File: src/rtl/pipe_mux_nto1.sv
// ============================================================================
// Module   : pipe_mux_nto1
// Brief    : N-to-1 word selector feeding a 2-entry valid/ready skid buffer.
// Revision : 1.0 - initial release
// ============================================================================
`default_nettype none

module pipe_mux_nto1 #(
   parameter int SIZE     = 32,
   parameter int NUM      = 4,
   parameter int SEL_W    = 2,
   parameter int OOR_MODE = 0
) (
   input  logic                clk_i,
   input  logic                rst_i,
   input  logic [NUM*SIZE-1:0] data_i,
   input  logic [SEL_W-1:0]    select_i,
   input  logic                valid_i,
   output logic                ready_o,
   input  logic                flush_i,
   output logic [SIZE-1:0]     data_o,
   output logic                err_o,
   output logic                valid_o,
   input  logic                ready_i
);

   localparam logic [1:0]     S_EMPTY = 2'd0;
   localparam logic [1:0]     S_ONE   = 2'd1;
   localparam logic [1:0]     S_TWO   = 2'd2;
   localparam logic [SEL_W:0] C_NUM   = (SEL_W+1)'(NUM);

   logic [1:0]      r_state;
   logic [1:0]      w_state_nxt;
   logic            w_accept;
   logic            w_pop;
   logic            w_oor;
   logic [SIZE-1:0] w_sel_word;
   logic [SIZE-1:0] w_new_data;
   logic [SIZE-1:0] r_head_data;
   logic            r_head_err;
   logic [SIZE-1:0] r_skid_data;
   logic            r_skid_err;
   logic [SIZE-1:0] r_last_good;

   assign w_accept = valid_i & ready_o;
   assign w_pop    = valid_o & ready_i;
   assign w_oor    = ({1'b0, select_i} >= C_NUM);

   always_comb begin
      w_sel_word = '0;
      for (int k = 0; k < NUM; k++) begin
         if (select_i == SEL_W'(k)) begin
            w_sel_word = data_i[k*SIZE +: SIZE];
         end
      end
   end

   assign w_new_data = w_oor ? ((OOR_MODE != 0) ? r_last_good : '0) : w_sel_word;

   // State register
   always_ff @(posedge clk_i or negedge rst_i) begin
      if (!rst_i) begin
         r_state <= S_EMPTY;
      end else begin
         r_state <= w_state_nxt;
      end
   end

   // Next-state logic; flush overrides any handshake in the same cycle
   always_comb begin
      w_state_nxt = r_state;
      if (flush_i) begin
         w_state_nxt = S_EMPTY;
      end else begin
         case (r_state)
            S_EMPTY: if (w_accept) w_state_nxt = S_ONE;
            S_ONE: begin
               if (w_accept && !w_pop) begin
                  w_state_nxt = S_TWO;
               end else if (!w_accept && w_pop) begin
                  w_state_nxt = S_EMPTY;
               end
            end
            S_TWO:   if (w_pop) w_state_nxt = S_ONE;
            default: w_state_nxt = S_EMPTY;
         endcase
      end
   end

   // Output decode straight from the registered state
   always_comb begin
      ready_o = (r_state != S_TWO);
      valid_o = (r_state != S_EMPTY);
   end

   always_ff @(posedge clk_i or negedge rst_i) begin
      if (!rst_i) begin
         r_head_data <= '0;
         r_head_err  <= 1'b0;
         r_skid_data <= '0;
         r_skid_err  <= 1'b0;
         r_last_good <= '0;
      end else if (flush_i) begin
         r_head_err <= 1'b0;
      end else begin
         if (w_accept && !w_oor) begin
            r_last_good <= w_sel_word;
         end
         case (r_state)
            S_EMPTY: begin
               if (w_accept) begin
                  r_head_data <= w_new_data;
                  r_head_err  <= w_oor;
               end
            end
            S_ONE: begin
               if (w_accept && w_pop) begin
                  r_head_data <= w_new_data;
                  r_head_err  <= w_oor;
               end else if (w_accept) begin
                  r_skid_data <= w_new_data;
                  r_skid_err  <= w_oor;
               end
            end
            S_TWO: begin
               if (w_pop) begin
                  r_head_data <= r_skid_data;
                  r_head_err  <= r_skid_err;
               end
            end
            default: ;
         endcase
      end
   end

   assign data_o = r_head_data;
   assign err_o  = r_head_err;

endmodule

`default_nettype wire

File: config.mk
export PLATFORM = sky130hd
export DESIGN_NAME = pipe_mux_nto1
export DESIGN_NICKNAME = d
export VERILOG_FILES = /design/src/rtl/pipe_mux_nto1.sv
export SDC_FILE = /design/constraint.sdc
export NUM_CORES = 1
export LEC_CHECK = 0
export BUFFER_PORTS_ARGS = -buffer_cell sky130_fd_sc_hd__buf_2
export CAP_MARGIN = 20
export CORE_UTILIZATION = 52
export CTS_CLUSTER_DIAMETER = 80
export DETAILED_ROUTE_END_ITERATION = 10
export GPL_TIMING_DRIVEN = 0
export PLACE_DENSITY = 0.86
export SETUP_SLACK_MARGIN = 0.15
export SKIP_LAST_GASP = 1
export SLEW_MARGIN = 10
export SYNTH_ARGS = -nofsm -noshare
export SYNTH_HDL_FRONTEND = slang
export SYNTH_SLANG_ARGS = --single-unit
File: constraint.sdc
create_clock -name clk_i -period 3.7 [get_ports clk_i]
set_input_delay 0.74 -clock clk_i [delete_from_list [all_inputs] [get_ports clk_i]]
set_output_delay 0.74 -clock clk_i [all_outputs]
set_load 0.01 [all_outputs]
Word-level counts from Yosys, hierarchy flattened
Index checks and enable logic that the tools add are counted.
{"block": "totals", "elab_cells": 54, "register_bits": 67, "input_bits": 135}
{"block": "op_classes", "reduce_logical": 14, "eq_ne": 13, "n_bitwise": 4, "muxes": 19}
{"cell": "32-bit two-way mux", "n": 7}
{"cell": "32-bit one-hot mux with 3 select lines", "n": 1}
{"cell": "2-bit two-way mux", "n": 5}
{"cell": "3-bit != test, second input constant", "n": 3}
{"cell": "2-bit != test, second input constant", "n": 4}
{"cell": "4-bit AND reduction", "n": 2}
{"cell": "2-bit == test, second input constant", "n": 3}
{"cell": "2-bit one-hot mux with 3 select lines", "n": 1}
{"cell": "5-bit AND reduction", "n": 1}
{"cell": "2-bit by 1-bit == test with 1-bit output, second input constant", "n": 2}
{"cell": "2-bit logical NOT", "n": 2}
{"cell": "1-bit two-way mux", "n": 4}
{"cell": "4-bit != test, second input constant", "n": 1}
{"cell": "4-bit nonzero test", "n": 1}
{"cell": "1-bit logical AND", "n": 3}
{"cell": "1-bit one-hot mux with 3 select lines", "n": 1}
{"cell": "3-bit AND reduction", "n": 1}
{"cell": "3-bit nonzero test", "n": 1}
{"cell": "1-bit bitwise AND", "n": 2}
{"cell": "1-bit logical NOT", "n": 2}
{"cell": "1-bit NOT", "n": 2}
{"cell": "2-bit nonzero test", "n": 1}

Logic depth before layout (Yosys ltp)
{"block": "depth", "depth_word": 8, "depth_mapped": 7, "depth_no_buf": 4}

Least setup slack after synthesis
No wires, ideal clock.
{"block": "synth_path", "kind": "input to register", "start": "input port valid_i", "end": "register r_head_data[29], in the netlist data_o[29]", "setup_ns": 0.125, "slack_ns": 1.794, "cell_stages": 5, "required_ns": 3.575, "arrival_time_ns": 1.782, "path_cell_list": "nor2b_1 -> and2_1 -> o21bai_2 -> buf_2 -> mux2_2"}
{"block": "synth_via", "elab_chain_len": 4, "elab_cells_between_ends": 5, "cone_classes": "eq/ne (2); bitwise (1); reduce/logical (2)"}
{"element": "start: declaration", "line_no": "18", "rtl": "input logic valid_i,"}
{"element": "1-bit bitwise AND *", "line_no": "45", "rtl": "assign w_accept = valid_i & ready_o;"}
{"element": "1-bit logical AND", "line_no": "117", "rtl": "if (w_accept && w_pop) begin"}
{"element": "2-bit != test (no line)"}
{"element": "5-bit AND reduction (no line) *"}
{"element": "end signal: assignment", "line_no": "112", "rtl": "r_head_data <= w_new_data;"}
{"element": "end signal: assignment", "line_no": "118", "rtl": "r_head_data <= w_new_data;"}
{"element": "end signal: assignment", "line_no": "127", "rtl": "r_head_data <= r_skid_data;"}
{"element": "end: declaration", "line_no": "39", "rtl": "logic [SIZE-1:0] r_head_data;"}
Every way passes the cells marked *; elsewhere a longest branch is shown, timed or not.
A chain may end at the register's enable or synchronous reset.

Worst setup path after layout
{"block": "layout_path", "start": "register r_state[0]", "end": "output port ready_o"}
{"block": "layout_via", "elab_chain_len": 1}
{"element": "start: declaration", "line_no": "32", "rtl": "logic [1:0] r_state;"}
{"element": "start signal: assignment", "line_no": "65", "rtl": "r_state <= w_state_nxt;"}
{"element": "2-bit != test", "line_no": "92", "rtl": "ready_o = (r_state != S_TWO);"}
{"element": "end: declaration", "line_no": "19", "rtl": "output logic ready_o,"}
Every way passes these cells.

==> results.sh <==
export IMPL_fp_row_count=31
export IMPL_stdcell_area_um2=5210
export IMPL_clkSinkCount=66
export IMPL_gp_congestion=0.774
export IMPL_first_pass_iters=4
export IMPL_switching_share=0.303
export IMPL_clock_path_buffers=2
export IMPL_grt_pass1_vias=3753
export IMPL_syn_area_per_cell_um2=11.1
export IMPL_yosysMostFrequentCell="mux2i_1"
export IMPL_crit_start="r_state[0]"
export IMPL_worstSetupPathType="reg2out"
export IMPL_vias=3591
export IMPL_slew_limit_headroom=0.442
export IMPL_postCtsSetupRepairBufs=0
export IMPL_yosysTopAreaCell="dfrtp_1"
export IMPL_cts_max_level=3
export IMPL_yosys_cell_types_count=24
export IMPL_ys_ff_latch=66
export IMPL_diodes=0
export IMPL_synth_top_area_share=0.406
export IMPL_synthFlopType="dfrtp_1"
export IMPL_power_net_switching_w=0.000673
export IMPL_path_cells="nand2b_1 > buf_6 > clkbuf_1 > buf_2"
export IMPL_synth_top_family_by_area="multiplexers"
export IMPL_finalSetupViolCount=0
export IMPL_drtIter0Drc=158
export IMPL_cp_required_ps=2960
export IMPL_synth_edf_count=0
export IMPL_ff2ff_path_depth=5
export IMPL_critPathLaunchType="flip-flop"
export IMPL_layout_drive_gt1_share=0.453
export IMPL_overflow=0
export IMPL_intPower_w=0.00155
export IMPL_cp_num_cells=4
export IMPL_nets=679
export IMPL_synth_cells=367
export IMPL_postRouteAntennaNets=0
export IMPL_timing_rr_end="data_o[3]"
export IMPL_totalWireLength_um=10900
export IMPL_insertion_delay_ps=330
export IMPL_critPathBufInv=3
export IMPL_synth_adder_area_share=0
export IMPL_dieWidth_um=90.4
export IMPL_die_h_um=90.4
export IMPL_path_delay_family="buffers and inverters"
export IMPL_rsz0062_at_grt="false"
export IMPL_maxCapViolations=0
export IMPL_final_hold_viol_count=0
export IMPL_synth_xor_area_frac=0
export IMPL_grt_pass1_wl_um=18000
export IMPL_endpoint="ready_o"
export IMPL_cts_tree="built"
export IMPL_synth_fp_nets=502
export IMPL_drcViolationCount=0
export IMPL_yosys_area_share_simple=0.0727
export IMPL_viasPerCell=5.55
export IMPL_max_freq_mhz=420
export IMPL_seq_power_share=0.454
export IMPL_fin_crit_sh=0.643
export IMPL_power_w=0.00222
export IMPL_clk_pin_slew_worst_paths_ps=70
export IMPL_vdd_drop_max_mv=0.277
export IMPL_synth_compound_area_frac=0.119
export IMPL_synthArstFlopShare=1.00
export IMPL_ctsHoldBuffers=0
export IMPL_synthToLayoutAreaGrowth_pct=28.1
export IMPL_core_area_um2=7410
export IMPL_period_needed_ps=2380
export IMPL_skew_ps=8.32
export IMPL_path_max_fanout=10
export IMPL_leakagePower_nw=2.62
export IMPL_synth_common_cells="71 x mux2i_1, 66 x dfrtp_1, 36 x mux2_2, 36 x nor2_1"
export IMPL_antenna_found_initial=0
export IMPL_final_setup_tns_ps=0
export IMPL_max_stage_delay_ps=430
export IMPL_pwr_share_clk=0.266
export IMPL_synth_seq_area_share=0.406
export IMPL_outcome="complete, no violations"
export IMPL_muxShareOfSynthArea=0.352
export IMPL_grt_usage=0.279
export IMPL_ys_top_cells_by_area="dfrtp_1 41%, mux2i_1 17%, mux2_2 10%"
export IMPL_start_util=0.549
export IMPL_yosysWarnings=0
export IMPL_combPwrFrac=0.280
export IMPL_wl_per_cell_um=16.9
export IMPL_grt_max_degree=67
export IMPL_cts_buffers=9
export IMPL_root_buffer="clkbuf_8"
export IMPL_power_density_nw_per_um2=427
export IMPL_place_area_um2=5020
export IMPL_slew_violations=0
export IMPL_arrival_ps=1640
export IMPL_ios=170
export IMPL_hp_class="reg2reg"
export IMPL_worst_slew_pin_slew_ps=837
export IMPL_crit_slowest_cell="dfrtp_1"
export IMPL_die_area_um2=8170
export IMPL_place_hpwl_um=8030
export IMPL_r2r_start="r_state[1]"
export IMPL_cts_repair_resized=0
export IMPL_portBuffers=166
export IMPL_synthesis_area_um2=4060
export IMPL_cp_end_kind="primary output"
export IMPL_reg2reg_setup_slack_ps=1870
[stage by stage]
stage          cells  setup WS, ps  utilization  hold WS, ps
5_1_grt          647          1260        0.703          502
6_report         647          1320        0.703          484
2_1_floorplan    367          1790            -          444
4_1_cts          647          1320        0.703          486
3_5_place_dp     632          1450        0.678          472
3_3_place_gp     632          1430        0.677          462
[cell families after synthesis]
kind of cell | count (synthesis)
AO/OA/AOI/OAI | 61
buffers and inverters | 32
AND/OR/NAND/NOR | 72
other | 1
flip-flops | 66
multiplexers | 135
[layout by cell type, fill, tap and decap left out, types with 8 or more instances in the layout]
cell,Yosys,routed
buf_2,8,173
mux2i_1,71,71
dfrtp_1,66,66
nor2_1,36,36
mux2_2,36,36
nand2_1,28,28
mux2_1,28,28
o21ai_0,26,26
a221oi_1,24,24
clkbuf_1,11,13
clkbuf_8,0,10
buf_4,8,9
a221oi_2,8,8
[worst reg2reg max path, cell delays in order, from the launching register on]
cell and delay (ps):
dfrtp_1 440, mux2i_1 200, nor2_1 80, o21bai_2 280, buf_2 340, mux2_2 370
[area by class of cell]
type	instances	area, um2
buffer	32	198
clock buffer	12	145
clock inverter	3	40.0
fill	581	2200
multi-input combinational	269	2210
sequential	66	1650
tap	99	124
timing repair buffer	166	833
[worst min path at each step]
stage,from,to,slack (ps),depth (start not counted)
after global placement,r_skid_data[5],r_skid_data[5],460,2
after global routing,r_skid_data[24],r_skid_data[24],500,2
after detailed placement,r_skid_data[15],r_skid_data[15],470,2
after CTS,r_skid_data[19],r_skid_data[19],490,2
after floorplan,rst_i,data_o[0],440,0
final,data_o[30],data_o[30],480,1
[flip-flops by register name, indices dropped and copies added (netlist names)]
register     cells
data_o          32
r_skid_data     32
r_state          2
[metal layers]
metal  part of all wire  GRT usage  vias to the layer above  wire (um)
li1                   -          -                     1700          -
met3              0.051     0.0497                       18        561
met4              0.013      0.113                        0        146
met5                  0          0                        -          0
met2               0.52      0.496                      137       5730
met1               0.41      0.334                     1736       4490
[power groups by stage]
stage | Sequential, W | Combinational, W | Clock (W)
finish | 0.00101 | 0.000622 | 0.000592
global placement | 0.00101 | 0.000600 | 0
CTS | 0.00101 | 0.000627 | 0.000596
detailed placement | 0.00102 | 0.000623 | 0
global route | 0.00103 | 0.000685 | 0.000628
floorplan | 0.00105 | 0.000326 | 0
Note: power is estimated with default switching activity, not from simulation.
